--- src/rtl/conv1_event_scanner_pkg.sv ---
// conv1_event_scanner_pkg: shared constants and types for the conv-layer-1 event scanner.
//   - default image geometry (height, width, padding, kernel, guard gap) and padded row stride
//   - AER field widths
//   - scanner FSM state encoding
package conv1_event_scanner_pkg;

  localparam int unsigned CONV1_IMG_H = 28;
  localparam int unsigned CONV1_IMG_W = 28;
  localparam int unsigned CONV1_PAD   = 2;
  localparam int unsigned CONV1_K     = 5;
  localparam int unsigned CONV1_GAP   = 3;
  localparam int unsigned CONV1_W_PAD = CONV1_IMG_W + 2 * CONV1_PAD;

  localparam int unsigned AER_MN_W = 8;
  localparam int unsigned AER_CH_W = 2;

  typedef enum logic [1:0] {
    StIdle,
    StScan,
    StDrain
  } scan_state_e;

endpackage

--- src/rtl/conv1_event_scanner_if.sv ---
// conv1_event_scanner_if: AER input event handshake into the scanner.
//   aer_in_valid  event present
//   aer_in_M/N    event row/column, unpadded frame
//   aer_in_ready  scanner can take the event
//   master: event source; slave: scanner.
interface conv1_event_scanner_if;
  import conv1_event_scanner_pkg::*;

  logic                aer_in_valid;
  logic [AER_MN_W-1:0] aer_in_M;
  logic [AER_MN_W-1:0] aer_in_N;
  logic                aer_in_ready;

  modport master (output aer_in_valid, output aer_in_M, output aer_in_N, input aer_in_ready);
  modport slave  (input aer_in_valid, input aer_in_M, input aer_in_N, output aer_in_ready);

endinterface

--- src/rtl/conv1_tap_counter.sv ---
// conv1_tap_counter: walks the K*K kernel taps of one event in raster order (i outer, j inner).
//   clk, rst_n     clock, asynchronous active-low reset
//   start          load tap 0 for event (ev_m, ev_n)
//   advance        step to the next tap
//   loc_m, loc_n   target neuron row/column of the current tap, padded frame
//   addr           loc_m*W_PAD + loc_n, tracked incrementally
//   weight         (K-1-i)*K + (K-1-j)
//   last           current tap is the final one (i == j == K-1)
module conv1_tap_counter
  import conv1_event_scanner_pkg::*;
#(
  parameter int unsigned K     = CONV1_K,
  parameter int unsigned W_PAD = CONV1_W_PAD
) (
  input  logic        clk,
  input  logic        rst_n,
  input  logic        start,
  input  logic        advance,
  input  logic [7:0]  ev_m,
  input  logic [7:0]  ev_n,
  output logic [7:0]  loc_m,
  output logic [7:0]  loc_n,
  output logic [15:0] addr,
  output logic [4:0]  weight,
  output logic        last
);

  localparam logic [4:0]  IdxMax = 5'(K - 1);
  localparam logic [15:0] Stride = 16'(W_PAD);

  logic [4:0]  i_q, i_d, j_q, j_d;
  logic [7:0]  n_base_q, n_base_d;
  logic [15:0] row_base_q, row_base_d;
  logic [7:0]  loc_m_q, loc_m_d, loc_n_q, loc_n_d;
  logic [15:0] addr_q, addr_d;
  logic [4:0]  weight_q, weight_d;
  logic [15:0] row0;

  // Constant-stride multiply, only at event load; taps themselves use adds.
  assign row0 = 16'(ev_m) * Stride;

  always_comb begin
    i_d        = i_q;
    j_d        = j_q;
    n_base_d   = n_base_q;
    row_base_d = row_base_q;
    loc_m_d    = loc_m_q;
    loc_n_d    = loc_n_q;
    addr_d     = addr_q;
    weight_d   = weight_q;
    if (start) begin
      i_d        = '0;
      j_d        = '0;
      n_base_d   = ev_n;
      row_base_d = row0;
      loc_m_d    = ev_m;
      loc_n_d    = ev_n;
      addr_d     = row0 + {8'b0, ev_n};
      weight_d   = 5'(K * K - 1);
    end else if (advance) begin
      // Weight index runs K*K-1 down to 0 in raster order.
      weight_d = weight_q - 5'd1;
      if (j_q == IdxMax) begin
        j_d        = '0;
        i_d        = i_q + 5'd1;
        row_base_d = row_base_q + Stride;
        loc_m_d    = loc_m_q + 8'd1;
        loc_n_d    = n_base_q;
        addr_d     = row_base_q + Stride + {8'b0, n_base_q};
      end else begin
        j_d     = j_q + 5'd1;
        loc_n_d = loc_n_q + 8'd1;
        addr_d  = addr_q + 16'd1;
      end
    end
  end

  always_ff @(posedge clk or negedge rst_n) begin
    if (!rst_n) begin
      i_q        <= '0;
      j_q        <= '0;
      n_base_q   <= '0;
      row_base_q <= '0;
      loc_m_q    <= '0;
      loc_n_q    <= '0;
      addr_q     <= '0;
      weight_q   <= '0;
    end else begin
      i_q        <= i_d;
      j_q        <= j_d;
      n_base_q   <= n_base_d;
      row_base_q <= row_base_d;
      loc_m_q    <= loc_m_d;
      loc_n_q    <= loc_n_d;
      addr_q     <= addr_d;
      weight_q   <= weight_d;
    end
  end

  assign loc_m  = loc_m_q;
  assign loc_n  = loc_n_q;
  assign addr   = addr_q;
  assign weight = weight_q;
  assign last   = (i_q == IdxMax) && (j_q == IdxMax);

endmodule

--- src/rtl/conv1_event_scanner.sv ---
// conv1_event_scanner: expands one AER event into K*K conv-1 kernel taps, one per cycle,
// then holds off for GAP cycles so the core's read-modify-write cannot overlap events.
//   work_clk, rst_n      clock, asynchronous active-low reset
//   aer                  event handshake (slave side)
//   operating_flag       current tap valid for the core
//   Vmem_ram_address     target neuron address
//   Weight_rom_address   weight index of the tap
//   Location_M/N         target neuron row/column, padded frame
//   event_done           one-cycle pulse after an event's last tap
//   busy                 scanner not idle
// Optional: define CONV1_SKIP_PAD_TAPS_EN to drop operating_flag on taps landing in padding.
module conv1_event_scanner
  import conv1_event_scanner_pkg::*;
#(
  parameter int unsigned IMG_H = CONV1_IMG_H,
  parameter int unsigned IMG_W = CONV1_IMG_W,
  parameter int unsigned PAD   = CONV1_PAD,
  parameter int unsigned K     = CONV1_K,
  parameter int unsigned GAP   = CONV1_GAP
) (
  input  logic                  work_clk,
  input  logic                  rst_n,
  conv1_event_scanner_if.slave  aer,
  output logic                  operating_flag,
  output logic [15:0]           Vmem_ram_address,
  output logic [4:0]            Weight_rom_address,
  output logic [7:0]            Location_M,
  output logic [7:0]            Location_N,
  output logic                  event_done,
  output logic                  busy
);

  localparam int unsigned W_PAD = IMG_W + 2 * PAD;

  scan_state_e state_q, state_d;
  logic [3:0]  gap_cnt_q, gap_cnt_d;
  logic        issue_q, issue_d;
  logic        done_q, done_d;
  logic        start, advance, last, ready, in_range;

  assign in_range = (aer.aer_in_M < 8'(IMG_H)) && (aer.aer_in_N < 8'(IMG_W));

  always_comb begin
    state_d   = state_q;
    gap_cnt_d = gap_cnt_q;
    issue_d   = issue_q;
    done_d    = 1'b0;
    start     = 1'b0;
    advance   = 1'b0;
    ready     = 1'b0;
    unique case (state_q)
      StIdle: begin
        ready = 1'b1;
        // Out-of-range events still handshake but are dropped.
        if (aer.aer_in_valid && in_range) begin
          start   = 1'b1;
          issue_d = 1'b1;
          state_d = StScan;
        end
      end
      StScan: begin
        if (last) begin
          issue_d   = 1'b0;
          done_d    = 1'b1;
          gap_cnt_d = 4'(GAP);
          state_d   = (GAP == 0) ? StIdle : StDrain;
        end else begin
          advance = 1'b1;
        end
      end
      StDrain: begin
        if (gap_cnt_q <= 4'd1) state_d = StIdle;
        else gap_cnt_d = gap_cnt_q - 4'd1;
      end
      default: state_d = StIdle;
    endcase
  end

  always_ff @(posedge work_clk or negedge rst_n) begin
    if (!rst_n) begin
      state_q   <= StIdle;
      gap_cnt_q <= '0;
      issue_q   <= 1'b0;
      done_q    <= 1'b0;
    end else begin
      state_q   <= state_d;
      gap_cnt_q <= gap_cnt_d;
      issue_q   <= issue_d;
      done_q    <= done_d;
    end
  end

  conv1_tap_counter #(
    .K     (K),
    .W_PAD (W_PAD)
  ) u_tap_counter (
    .clk     (work_clk),
    .rst_n   (rst_n),
    .start   (start),
    .advance (advance),
    .ev_m    (aer.aer_in_M),
    .ev_n    (aer.aer_in_N),
    .loc_m   (Location_M),
    .loc_n   (Location_N),
    .addr    (Vmem_ram_address),
    .weight  (Weight_rom_address),
    .last    (last)
  );

`ifdef CONV1_SKIP_PAD_TAPS_EN
  localparam logic [7:0] RowLo = 8'(PAD);
  localparam logic [7:0] RowHi = 8'(PAD + IMG_H);
  localparam logic [7:0] ColLo = 8'(PAD);
  localparam logic [7:0] ColHi = 8'(PAD + IMG_W);
  logic in_image;
  assign in_image = (Location_M >= RowLo) && (Location_M < RowHi) &&
                    (Location_N >= ColLo) && (Location_N < ColHi);
  // Tap still takes its cycle; only the write qualifier is suppressed.
  assign operating_flag = issue_q && in_image;
`else
  assign operating_flag = issue_q;
`endif

  assign event_done       = done_q;
  assign busy             = (state_q != StIdle);
  assign aer.aer_in_ready = ready;

endmodule
--- src/flat_wrapper.sv ---
// flat-port wrapper written by rule: the top's interface ports become plain ports
module conv1_event_scanner_flat import conv1_event_scanner_pkg::*;
#(
  parameter int unsigned IMG_H = CONV1_IMG_H,
  parameter int unsigned IMG_W = CONV1_IMG_W,
  parameter int unsigned PAD   = CONV1_PAD,
  parameter int unsigned K     = CONV1_K,
  parameter int unsigned GAP   = CONV1_GAP
)
  (work_clk, rst_n, operating_flag, Vmem_ram_address, Weight_rom_address, Location_M, Location_N, event_done, busy, aer_aer_in_valid, aer_aer_in_M, aer_aer_in_N, aer_aer_in_ready);
  conv1_event_scanner_if aer_i ();
  input  logic work_clk;
  input  logic rst_n;
  output logic operating_flag;
  output logic [15:0] Vmem_ram_address;
  output logic [4:0] Weight_rom_address;
  output logic [7:0] Location_M;
  output logic [7:0] Location_N;
  output logic event_done;
  output logic busy;
  input wire logic [$bits(aer_i.aer_in_valid)-1:0] aer_aer_in_valid;
  input wire logic [$bits(aer_i.aer_in_M)-1:0] aer_aer_in_M;
  input wire logic [$bits(aer_i.aer_in_N)-1:0] aer_aer_in_N;
  output wire logic [$bits(aer_i.aer_in_ready)-1:0] aer_aer_in_ready;
  assign aer_i.aer_in_valid = aer_aer_in_valid;
  assign aer_i.aer_in_M = aer_aer_in_M;
  assign aer_i.aer_in_N = aer_aer_in_N;
  assign aer_aer_in_ready = aer_i.aer_in_ready;
  conv1_event_scanner #(.IMG_H(IMG_H), .IMG_W(IMG_W), .PAD(PAD), .K(K), .GAP(GAP)) u_core (.work_clk(work_clk), .rst_n(rst_n), .aer(aer_i), .operating_flag(operating_flag), .Vmem_ram_address(Vmem_ram_address), .Weight_rom_address(Weight_rom_address), .Location_M(Location_M), .Location_N(Location_N), .event_done(event_done), .busy(busy));
endmodule
--- config.mk ---
export PLATFORM = sky130hd
export DESIGN_NAME = conv1_event_scanner_flat
export DESIGN_NICKNAME = d
export VERILOG_FILES = /design/src/rtl/conv1_event_scanner_pkg.sv /design/src/rtl/conv1_event_scanner_if.sv /design/src/rtl/conv1_tap_counter.sv /design/src/rtl/conv1_event_scanner.sv /design/src/flat_wrapper.sv
export SDC_FILE = /design/constraint.sdc
export NUM_CORES = 1
export LEC_CHECK = 0
export BUFFER_PORTS_ARGS = -buffer_cell sky130_fd_sc_hd__buf_2
export CAP_MARGIN = 20
export CORE_AREA = 2 2 108 110
export DETAILED_ROUTE_END_ITERATION = 10
export DIE_AREA = 0 0 110 112
export PLACE_DENSITY = 0.68
export SLEW_MARGIN = 20
export SYNTH_ARGS = -nofsm -noshare
export SYNTH_HDL_FRONTEND = slang
export SYNTH_SLANG_ARGS = --single-unit
--- constraint.sdc ---
create_clock -name work_clk -period 5.4 [get_ports work_clk]
set_clock_uncertainty 0.05 [all_clocks]
set_input_delay 1.35 -clock work_clk [delete_from_list [all_inputs] [get_ports work_clk]]
set_output_delay 1.35 -clock work_clk [all_outputs]
set_load 0.005 [all_outputs]
Yosys cells after proc, flatten, opt, wreduce, memory -nomap -nowiden
Index checks and enable logic that the tools add are counted.
{"block": "totals", "out_inout_bits": 41, "register_bits": 79, "elab_cells": 83, "in_bits": 19}
{"block": "op_classes", "mux": 37, "addsub": 10, "order_cmp": 3, "eq_ne": 8, "n_reduce_logical": 13}
{"operator": "$mux 16", "n": 6}
{"operator": "$mux 8", "n": 6}
{"operator": "$mux 5", "n": 8}
{"operator": "$add 16x1->16 const B", "n": 1}
{"operator": "$add 16x6->16 const B", "n": 1}
{"operator": "$add 16x8->16", "n": 1}
{"operator": "$add 8x1->8 const B", "n": 2}
{"operator": "$lt 8x5->1 const B", "n": 2}
{"operator": "$add 13x8->14", "n": 1}
{"operator": "$add 5x1->5 const B", "n": 2}
{"operator": "$eq 5x3->1 const B", "n": 2}
{"operator": "$reduce_bool 2->1", "n": 5}
{"operator": "$mux 1", "n": 9}
{"operator": "$reduce_and 3->1", "n": 3}
{"operator": "$mux 4", "n": 2}
{"operator": "$pmux 4 s2", "n": 1}
{"operator": "$mux 2", "n": 3}
{"operator": "$ne 2x1->1 const B", "n": 3}
{"operator": "$pmux 2 s3", "n": 1}
{"operator": "$sub 5x1->5 const B", "n": 1}
{"operator": "$le 4x1->1 const B", "n": 1}
{"operator": "$sub 4x1->4 const B", "n": 1}
{"operator": "$logic_and 1x1->1", "n": 3}
{"operator": "$eq 2x1->1 const B", "n": 1}
{"operator": "other kinds (5)", "n": 5}

Longest topological paths before layout
Gate-level depths: netlist of run 1.
{"block": "logic_depth", "ltp_word": 7, "mapped_depth": 10, "mapped_depth_nobuf": 8}

By module
From an unflattened synthesis of run 1, not the netlist that was laid out.
{"block": "hier_totals", "hier_cells": 489, "hier_area_um2": 4488.1}
{"module": "conv1_tap_counter", "n_inst": 1, "area_each_um2": 4052.6, "cells_per_inst": 445}
{"module": "conv1_event_scanner", "n_inst": 1, "area_each_um2": 435.4, "cells_per_inst": 44}

Least setup slack after synthesis of run 1
No wires, ideal clock.
{"block": "synth_timing", "path_kind": "input -> register", "start": "in aer_aer_in_M[7]", "end": "reg u_core.u_tap_counter.addr_q[1] (netlist: u_core.u_tap_counter.addr[1])", "arrival_time_ns": 2.415, "required_time_ns": 5.223, "slack_ns": 2.809, "path_stages": 7, "n_path_buf": 2, "cell_sequence": "nor2_1 -> nand4_1 -> or3_1 -> clkbuf_1 -> buf_2 -> o21ai_1 -> a21oi_1"}
{"block": "synth_between", "elab_chain_len": 6, "elab_cells_between_ends": 7, "cone_classes": "order compare (1); mux (3); reduce/logical (3)"}
{"element": "start, declared", "line_no": "flat_wrapper.sv:22", "source": "input wire logic [$bits(aer_i.aer_in_M)-1:0] aer_aer_in_M;"}
{"element": "$lt 8x5->1 *", "line_no": "conv1_event_scanner.sv:41", "source": "assign in_range = (aer.aer_in_M < 8'(IMG_H)) && (aer.aer_in_N < 8'(IMG_W));"}
{"element": "$logic_and 1x1->1 *", "line_no": "conv1_event_scanner.sv:41"}
{"element": "$logic_and 1x1->1 *", "line_no": "conv1_event_scanner.sv:55", "source": "if (aer.aer_in_valid && in_range) begin"}
{"element": "$mux 1 *", "line_no": "conv1_event_scanner.sv:55"}
{"element": "$mux 1 *", "line_no": "conv1_event_scanner.sv:51", "source": "unique case (state_q)"}
{"element": "$mux 16 or $reduce_bool 2->1 (tied branches)"}
{"element": "end signal, assigned", "line_no": "conv1_tap_counter.sv:95", "source": "addr_q <= addr_d;"}
{"element": "end, declared", "line_no": "conv1_tap_counter.sv:35", "source": "logic [15:0] addr_q, addr_d;"}
Mark *: on every way between the ends. The rest lies on a longest branch, timed or not.
A chain may end at the register's enable or synchronous reset.

Final worst setup path of run 1
{"block": "layout_timing", "start": "in aer_aer_in_N[6]", "end": "reg u_core.u_tap_counter.addr_q[15] (netlist: u_core.u_tap_counter.addr[15])"}
{"block": "layout_between", "elab_chain_len": 6, "elab_cells_between_ends": 7, "cone_classes": "order compare (1); mux (3); reduce/logical (3)"}
{"element": "start, declared", "line_no": "flat_wrapper.sv:23", "source": "input wire logic [$bits(aer_i.aer_in_N)-1:0] aer_aer_in_N;"}
{"element": "$lt 8x5->1 *", "line_no": "conv1_event_scanner.sv:41"}
{"element": "$logic_and 1x1->1 *", "line_no": "conv1_event_scanner.sv:41"}
{"element": "$logic_and 1x1->1 *", "line_no": "conv1_event_scanner.sv:55"}
{"element": "$mux 1 *", "line_no": "conv1_event_scanner.sv:55"}
{"element": "$mux 1 *", "line_no": "conv1_event_scanner.sv:51"}
{"element": "$mux 16 or $reduce_bool 2->1 (tied branches)"}
Marks and branches as above.

==> results of run 1 <==
==> cell type report <==
type,count,area [µm²]
fill,1065,5960
tap,143,179
inverter,17,63.8
clock inverter,4,72.6
multi-input combinational,402,2430
timing repair buffer,65,343
clock buffer,12,267
sequential,74,1850
==> worst paths after layout <==
path	from	end	slack (ns)	cells after the start
worst max-delay path	aer_aer_in_N[6]	u_core.u_tap_counter.addr[15]	2.40	7
worst min-delay path	u_core.u_tap_counter.n_base_q[4]	u_core.u_tap_counter.n_base_q[4]	0.43	2
worst max register to register	u_core.u_tap_counter.row_base_q[5]	u_core.u_tap_counter.addr[10]	2.70	8
worst min register to register	u_core.u_tap_counter.n_base_q[4]	u_core.u_tap_counter.n_base_q[4]	0.43	2
max in group asynchronous	rst_n	u_core.u_tap_counter.addr[7]	3.56	1
min in group asynchronous	rst_n	u_core.u_tap_counter.loc_n[2]	1.08	1
==> stage by stage <==
step | hold slack [ns] | cells | util (%) | setup WS [ns]
2_1_floorplan | 0.389 | 520 | - | 2.81
3_3_place_gp | 0.406 | 701 | 43.6 | 2.08
3_5_place_dp | 0.411 | 701 | 43.6 | 2.01
4_1_cts | 0.424 | 717 | 46.6 | 2.37
5_1_grt | 0.449 | 717 | 46.6 | 2.09
6_report | 0.427 | 717 | 46.6 | 2.40
==> routing by layer <==
layer	track usage, %	up-vias
li1	-	1933
met1	27.1	1921
met2	30.6	95
met3	4.80	24
met4	7.76	0
met5	0	-
==> logic make-up after synthesis <==
| kind of cell | share of synthesized area (%) |
|---|---|
| muxes | 0.590 |
| xor gates and xnor gates | 7.22 |
| adders and majority gates | 5.23 |
| DFF | 41.6 |
| buffers and inverters | 4.13 |
| AOI/OAI and AO/OA | 16.4 |
| and+or+nand+nor | 24.8 |
==> layout by cell type, fill, tap and decap left out, types with 3 or more instances in the layout <==
cell type,count
sky130_fd_sc_hd__nand3_1,28
sky130_fd_sc_hd__and2_1,4
sky130_fd_sc_hd__o211ai_1,3
sky130_fd_sc_hd__xor2_1,18
sky130_fd_sc_hd__o21ai_0,40
sky130_fd_sc_hd__and3_1,8
sky130_fd_sc_hd__a21oi_1,45
sky130_fd_sc_hd__nor4_1,4
sky130_fd_sc_hd__xnor2_1,15
sky130_fd_sc_hd__a31oi_1,5
sky130_fd_sc_hd__nand2_1,72
sky130_fd_sc_hd__inv_1,16
sky130_fd_sc_hd__nor3_4,3
sky130_fd_sc_hd__buf_4,7
sky130_fd_sc_hd__dfrtp_1,74
sky130_fd_sc_hd__clkbuf_8,3
sky130_fd_sc_hd__ha_1,17
sky130_fd_sc_hd__nor2_1,58
sky130_fd_sc_hd__nor3_1,6
sky130_fd_sc_hd__and4_1,4
sky130_fd_sc_hd__clkbuf_16,9
sky130_fd_sc_hd__o31ai_1,6
sky130_fd_sc_hd__nand3b_1,3
sky130_fd_sc_hd__or3_1,5
sky130_fd_sc_hd__nand4_1,8
sky130_fd_sc_hd__a21o_1,4
sky130_fd_sc_hd__o22ai_1,5
sky130_fd_sc_hd__buf_2,58
sky130_fd_sc_hd__a22oi_1,3
==> registers in the layout, indices dropped and copies added (netlist names) <==
register / count
u_core.event_done: 1
u_core.gap_cnt_q: 4
u_core.operating_flag: 1
u_core.state_q: 2
u_core.u_tap_counter.addr: 16
u_core.u_tap_counter.i_q: 5
u_core.u_tap_counter.j_q: 5
u_core.u_tap_counter.loc_m: 8
u_core.u_tap_counter.loc_n: 8
u_core.u_tap_counter.n_base_q: 8
u_core.u_tap_counter.row_base_q: 11
u_core.u_tap_counter.weight: 5
==> cells in the mapped netlist (all sizes together), types with 2 or more instances <==
cell and instances:
dfrtp 74, nand2 73, nor2 58, a21oi 46, o21ai 42, nand3 28
xor2 19, ha 17, inv 17, xnor2 16, clkbuf 14, buf 13
nor3 10, and3 9, nand4 8, o31ai 6, or3 6, a31oi 5
nor4 5, o22ai 5, a21o 4, and2 4, and4 4, nand3b 4
a22oi 3, o211ai 3, a211oi 2, mux2 2, nor2b 2, nor3b 2
o311ai 2
==> power groups by stage <==
stage          Clock (mW)  Sequential [mW]  Combinational, mW
2_1_floorplan           0            0.969              0.577
3_3_place_gp            0             1.03              0.827
3_5_place_dp            0             1.04              0.857
4_1_cts             0.689             1.03              0.862
5_1_grt             0.718             1.08              0.970
6_report            0.683             1.04              0.854
==> worst max-delay path: cells and delay by family <==
kind | cells | cell delay [ns]
simple gates | 3 | 1.21
compound gates | 2 | 0.37
buf+inv | 2 | 0.20
==> reports/results.txt, run 1 <==
By startpoint and endpoint, the worst setup path is classified as input pin to register. The count of standard-cell rows is 39, and the area of placed instances is 0.00487 mm². The required time of the worst setup path is 5.55 ns. The layout-stage area growth over the synthesis result works out to 17.0%.

The most used flip-flop cell after synthesis is sky130_fd_sc_hd__dfrtp_1. The number of I/O pins is 60, and the post-layout total power is 2.57 mW. The floorplan step defined a core boundary enclosing 0.0112 mm². The part of the Yosys area used for sequential elements was 41.6%; the global-route wire length before repair was 19200 µm. When the netlist entered floorplanning its net count stood at 557. After detailed routing, the met3 layer carries 539 µm of wire. Entering global routing, the biggest net connects 75 pins. In the final layout, the share of cells above drive strength 1 is 17.1%.

The detailed router placed 3973 vias in this run. The cell area that synthesis handed to floorplanning was 0.00445 mm². The worst-case IR drop observed on VDD is 0.179 mV. Global routing used 20.0% of the available tracks across all layers.

Using the TritonRoute via totals, the vias-per-cell ratio works out to 5.54. Buffers inserted to repair hold after CTS numbered 0. The logs give 0 for the max-slew violation count and 5 for the iteration count of the initial detailed-routing pass.

Dividing the detail-routed wire length by the instance count gives 16.1 µm. In this run, CTS created clock tree buffers numbering 9. Clock transition at the registers of the reported paths: 0.06 ns. The worst-case clock buffer depth is 2, and the maximum single-stage delay on the critical path is 0.73 ns. The first routing iteration left 246 violations. Counting flops and latches in the post-synthesis netlist gives 74.

The die span in y works out to 112 µm. For the worst-skew pair, the clock arrives at the later sink with an insertion delay of 0.35 ns. The final number of hold-violating endpoints was 0. The tools report the number of clock sinks as 74. Averaged over all synthesized cells, the footprint is 8.56 µm².

Per report_power, the sequential group accounts for 40.3% of the total. Of the available clock period, the critical path in the final layout requires 55.6%. The die outline width was 110 µm. Starting utilization of the core area: 39.8%.

The detailed router put a total of 5350 µm of wire on met1. The number of antenna violations at the first check in global routing was 0; the final weighted congestion in routability-driven placement was 0.868. Largest driver fanout on the critical path: 20. For this design the ratio of total power to cell area is 494 mW/mm². Measured against its own limit, the worst slew margin works out to 35.8%. The internal power of the cells totals 1.59 mW. The biggest area contributor in the post-synthesis netlist is sky130_fd_sc_hd__dfrtp_1. The max capacitance violation total came out at 0.

The detail route stage leaves a number of antenna-violating nets equal to 0. The repair_antennas step left the layout with diodes totalling 0. The number of global-route vias before repair came out at 3870. Synthesis handed over a netlist of 520 instances. Yosys printed 0 warnings. The synthesized netlist contains 64 unique library cells. The wire length on met2 was 5370 µm; the area of the die was 0.0123 mm². The run finished with clean final reports.

For the H-tree level count, the log shows 3. STA classifies the critical path startpoint as an input pin. Total congestion overflow: 0. The top layer reached by signal wires was met4.

The total DRC errors in the routed layout is 0. The proportion of total power due to net switching was 38.1%. Summed over all layers, the routed wires come to 11600 µm. The minimum clock period was 3.00 ns; the final setup TNS was 0 ns.

Traced cell by cell, the critical path runs through buf_2 -> inv_1 -> nand4_1 -> nor3_4 -> nor2_1 -> o21ai_0 -> o221ai_1. On the critical path, the stage with the largest delay is an instance of sky130_fd_sc_hd__nor3_4. For the pin with the worst max-slew slack, the measured transition is 0.963 ns. For this design the total switching power over the nets is 0.981 mW. Combinational logic is responsible for 33.2% of the overall power. Setup violations remaining at the end of the flow were counted as 0. For the post-cts resize count, the log shows 0.

The post-CTS setup repair buffer count is 0, and the post-layout instance area is 0.00521 mm². Once detailed placement completed, the half-perimeter wirelength came to 8070 µm. For this design the static power due to leakage is 2.30 nW. The share of flip-flops with an asynchronous set or reset is 100%.

Per report_power, the clock group accounts for 26.5% of the total. For this run, the top clock speed supported by timing is 333 MHz. The path class of the tightest hold or removal check is register to register. The final-stage net count was 606.

Yosys attributes the largest share of cell area to sky130_fd_sc_hd__dfrtp_1 42%, sky130_fd_sc_hd__nand2_1 6.1%, sky130_fd_sc_hd__a21oi_1 5.1%, sky130_fd_sc_hd__nor2_1 4.9%, sky130_fd_sc_hd__ha_1 4.8%. The root buffer cell chosen for the clock tree is sky130_fd_sc_hd__clkbuf_16. The count of flip-flops with a built-in enable after synthesis was 0.

The signal arrival time at the worst endpoint was 3.15 ns; the quantity of I/O buffers inserted on ports was 59. TritonCTS built the clock tree. The capturing element type of the critical path is a register. Setup repair after global routing left no endpoint under its margin. The top cell type by area accounts for 41.6% of the synthesized area.
Note: power is estimated with default switching activity, not from simulation.
==> inputs of run 2 (changes only) <==
clock period = 2.8 ns   (was 5.4 ns; I/O delays follow)
==> reports/results.txt, run 2 (same netlist as run 1, synthesis figures left out) <==
The worst hold path belongs to the class input pin to asynchronous set/reset pin. Hold timing on the final database bottoms out at a slack of 0.235 ns. Dividing the detail-routed via count by the number of cells gives 5.55. For this block, the initial DRC count from the detailed router was 312. TritonCTS built the clock tree. The count of nets left with antenna violations once routing finished came out at 0. Of all nets on the critical path, the largest fanout is 6. For the post-layout instance area, the log shows 0.00527 mm². Once placement finished, the instance area stood at 0.00494 mm².

Global routing finished with a remaining overflow of 0. The number of cells on the worst reg-to-reg path is 8. The count of cells in the finished layout, fillers not included, comes to 723. The number of antenna violations at the first check in global routing was 0; the final-stage net count was 612. The buffer type at the clock tree root was sky130_fd_sc_hd__clkbuf_16.

For the max-slew violation count, the log shows 0. The flow ran to the end, and the final reports show no timing, DRC or antenna violations. After clock tree synthesis, the clock-pin slew on the worst setup and hold paths is 0.06 ns.

Cells with a size suffix above 1 make up 17.9% of the layout. The logs give 2 for the worst-case clock buffer depth and 11600 µm for the wire length after detailed routing. For this design the static power due to leakage is 2.33 nW. The maximum number of pins on one net before global-route repair was 46.

The logs give 0.14 ns for the worst reg-to-reg setup slack and 9 for the clock buffer count from CTS. The slew at the pin closest to its max-slew limit was 0.701 ns; the number of placed instances with taps included was 707. In this run, post-CTS hold repair placed 0 buffers. Commonest non-fill, non-tap cell in the layout: sky130_fd_sc_hd__dfrtp_1. The layout-stage area growth over the synthesis result came out at 18.3%. Leaving out fill and tap cells, the most frequent cells in the layout are 74 x sky130_fd_sc_hd__dfrtp_1, 72 x sky130_fd_sc_hd__nand2_1, 58 x sky130_fd_sc_hd__nor2_1, 58 x sky130_fd_sc_hd__buf_2, 45 x sky130_fd_sc_hd__a21oi_1.

Prior to clock tree synthesis, the placed netlist has a worst setup slack of 0.161 ns. The headroom to the max-slew limit is 53.1%. The minimum clock period works out to 2.66 ns.

For the post-layout total power, the log shows 4.93 mW. Area inside the core boundary: 0.0112 mm². The capture point of the worst path is u_core.u_tap_counter.addr[10]. The initial utilization of the core area, before any placement, comes to 39.8%. The critical path is of the register to register type.

The global-route wire length before repair was 19000 µm. The run gives 0 as the total DRC errors in the routed layout. The tools report the capturing element type of the critical path as a register. The worst setup path is launched from a register.

In the final routed layout, each cell accounts on average for 16.0 µm. The signal arrival time at the worst endpoint is 2.82 ns. Detailed placement ended at an HPWL of 8160 µm. The worst supply voltage drop on vdd was 0.390 mV. The final setup TNS was 0 ns; the flip-flop count of the largest register after layout was 16.

The post-cts resize count came out at 0. The highest clock frequency the design can meet was 376 MHz. The run gives 0.0123 mm² as the area of the die. After layout, the worst path uses 95.1% of the clock period. In this run the count of I/O pins placed on the die edge is 60. The logs give 4010 for the via total after detailed routing and 47.2% for the final core area utilization. The capture point of the worst reg-to-reg path was u_core.u_tap_counter.addr[10]. The worst setup path startpoint is u_core.u_tap_counter.row_base_q[5]. The tools report the worst-skew pair later-pin latency as 0.34 ns. Setup violations remaining at the end of the flow were counted as 0. In this run the critical register-to-register path is launched from u_core.u_tap_counter.row_base_q[5]. The clock net in this run drives a total of 74 sinks.

At the end of routability-driven placement, the weighted congestion stood at 0.835. In this run the number of H-tree levels came out at 3. Setup repair after global routing left no endpoint under its margin. The run gives 0 as the max capacitance violation total. The worst path meets setup with 0.138 ns of slack.

The die outline width was 110 µm; the die span in y was 112 µm. The cell area power density was 935 mW/mm²; the quantity of I/O buffers inserted on ports was 59. The final number of hold-violating endpoints is 0. Across every metal layer, demand over resource in global routing totals 20.0%. Number of global-route vias before repair: 3793. For the post-CTS setup repair buffer count, the log shows 0.

At the worst endpoint, the required time is 2.95 ns. The count of standard-cell rows is 39. The iteration count of the initial detailed-routing pass is 4. Antenna diode instance count: 0.
run 2: changes by cell type in the layout (fill, tap and decap cells not counted):
cell,change
sky130_fd_sc_hd__buf_4,+4
sky130_fd_sc_hd__buf_12,+2
sky130_fd_sc_hd__clkbuf_8,-2
sky130_fd_sc_hd__clkinvlp_4,-1
sky130_fd_sc_hd__inv_6,+2
sky130_fd_sc_hd__clkinv_2,+1
run 2: power by group:
group	switching (mW)	leakage, nW	internal (mW)	total (mW)
clock	0.477	0.163	0.808	1.28
combinational	0.884	1.31	0.771	1.66
sequential	0.523	0.860	1.46	1.99
total	1.88	2.33	3.04	4.93
run 2: worst min path at each step:
stage	depth (start not counted)	to	from	slack [ns]
2_1_floorplan	0	u_core.event_done	rst_n	0.35
3_3_place_gp	2	u_core.u_tap_counter.n_base_q[1]	u_core.u_tap_counter.n_base_q[1]	0.40
3_5_place_dp	2	u_core.u_tap_counter.n_base_q[3]	u_core.u_tap_counter.n_base_q[3]	0.41
4_1_cts	1	u_core.u_tap_counter.addr[3]	rst_n	0.24
5_1_grt	1	u_core.u_tap_counter.n_base_q[1]	rst_n	0.26
6_report	1	u_core.u_tap_counter.addr[3]	rst_n	0.24
run 2: layout make-up:
type	instances	area [µm²]
Fill cell	1087	5910
Multi-Input combinational cell	402	2430
Sequential cell	74	1850
Timing Repair Buffer	71	413
Clock buffer	10	239
Tap cell	143	179
Clock inverter	6	87.6
Inverter	17	63.8
run 2: metal layers:
layer | wire length, µm | up-vias | GRT usage (%) | part of all wire (%)
met5 | 0 | - | 0 | 0
met3 | 538 | 14 | 3.63 | 4.7
met1 | 5350 | 1955 | 28.1 | 46
li1 | - | 1946 | - | -
met2 | 5480 | 95 | 30.6 | 47
met4 | 192 | 0 | 7.76 | 1.7
run 2: critical path: stages, from the launching register on:
cell	delay (ns)
sky130_fd_sc_hd__dfrtp_1	0.43
sky130_fd_sc_hd__ha_1	0.33
sky130_fd_sc_hd__ha_1	0.31
sky130_fd_sc_hd__a21o_1	0.23
sky130_fd_sc_hd__a21oi_2	0.32
sky130_fd_sc_hd__a21oi_1	0.09
sky130_fd_sc_hd__or4_1	0.48
sky130_fd_sc_hd__a31oi_1	0.19
sky130_fd_sc_hd__o21ai_0	0.09
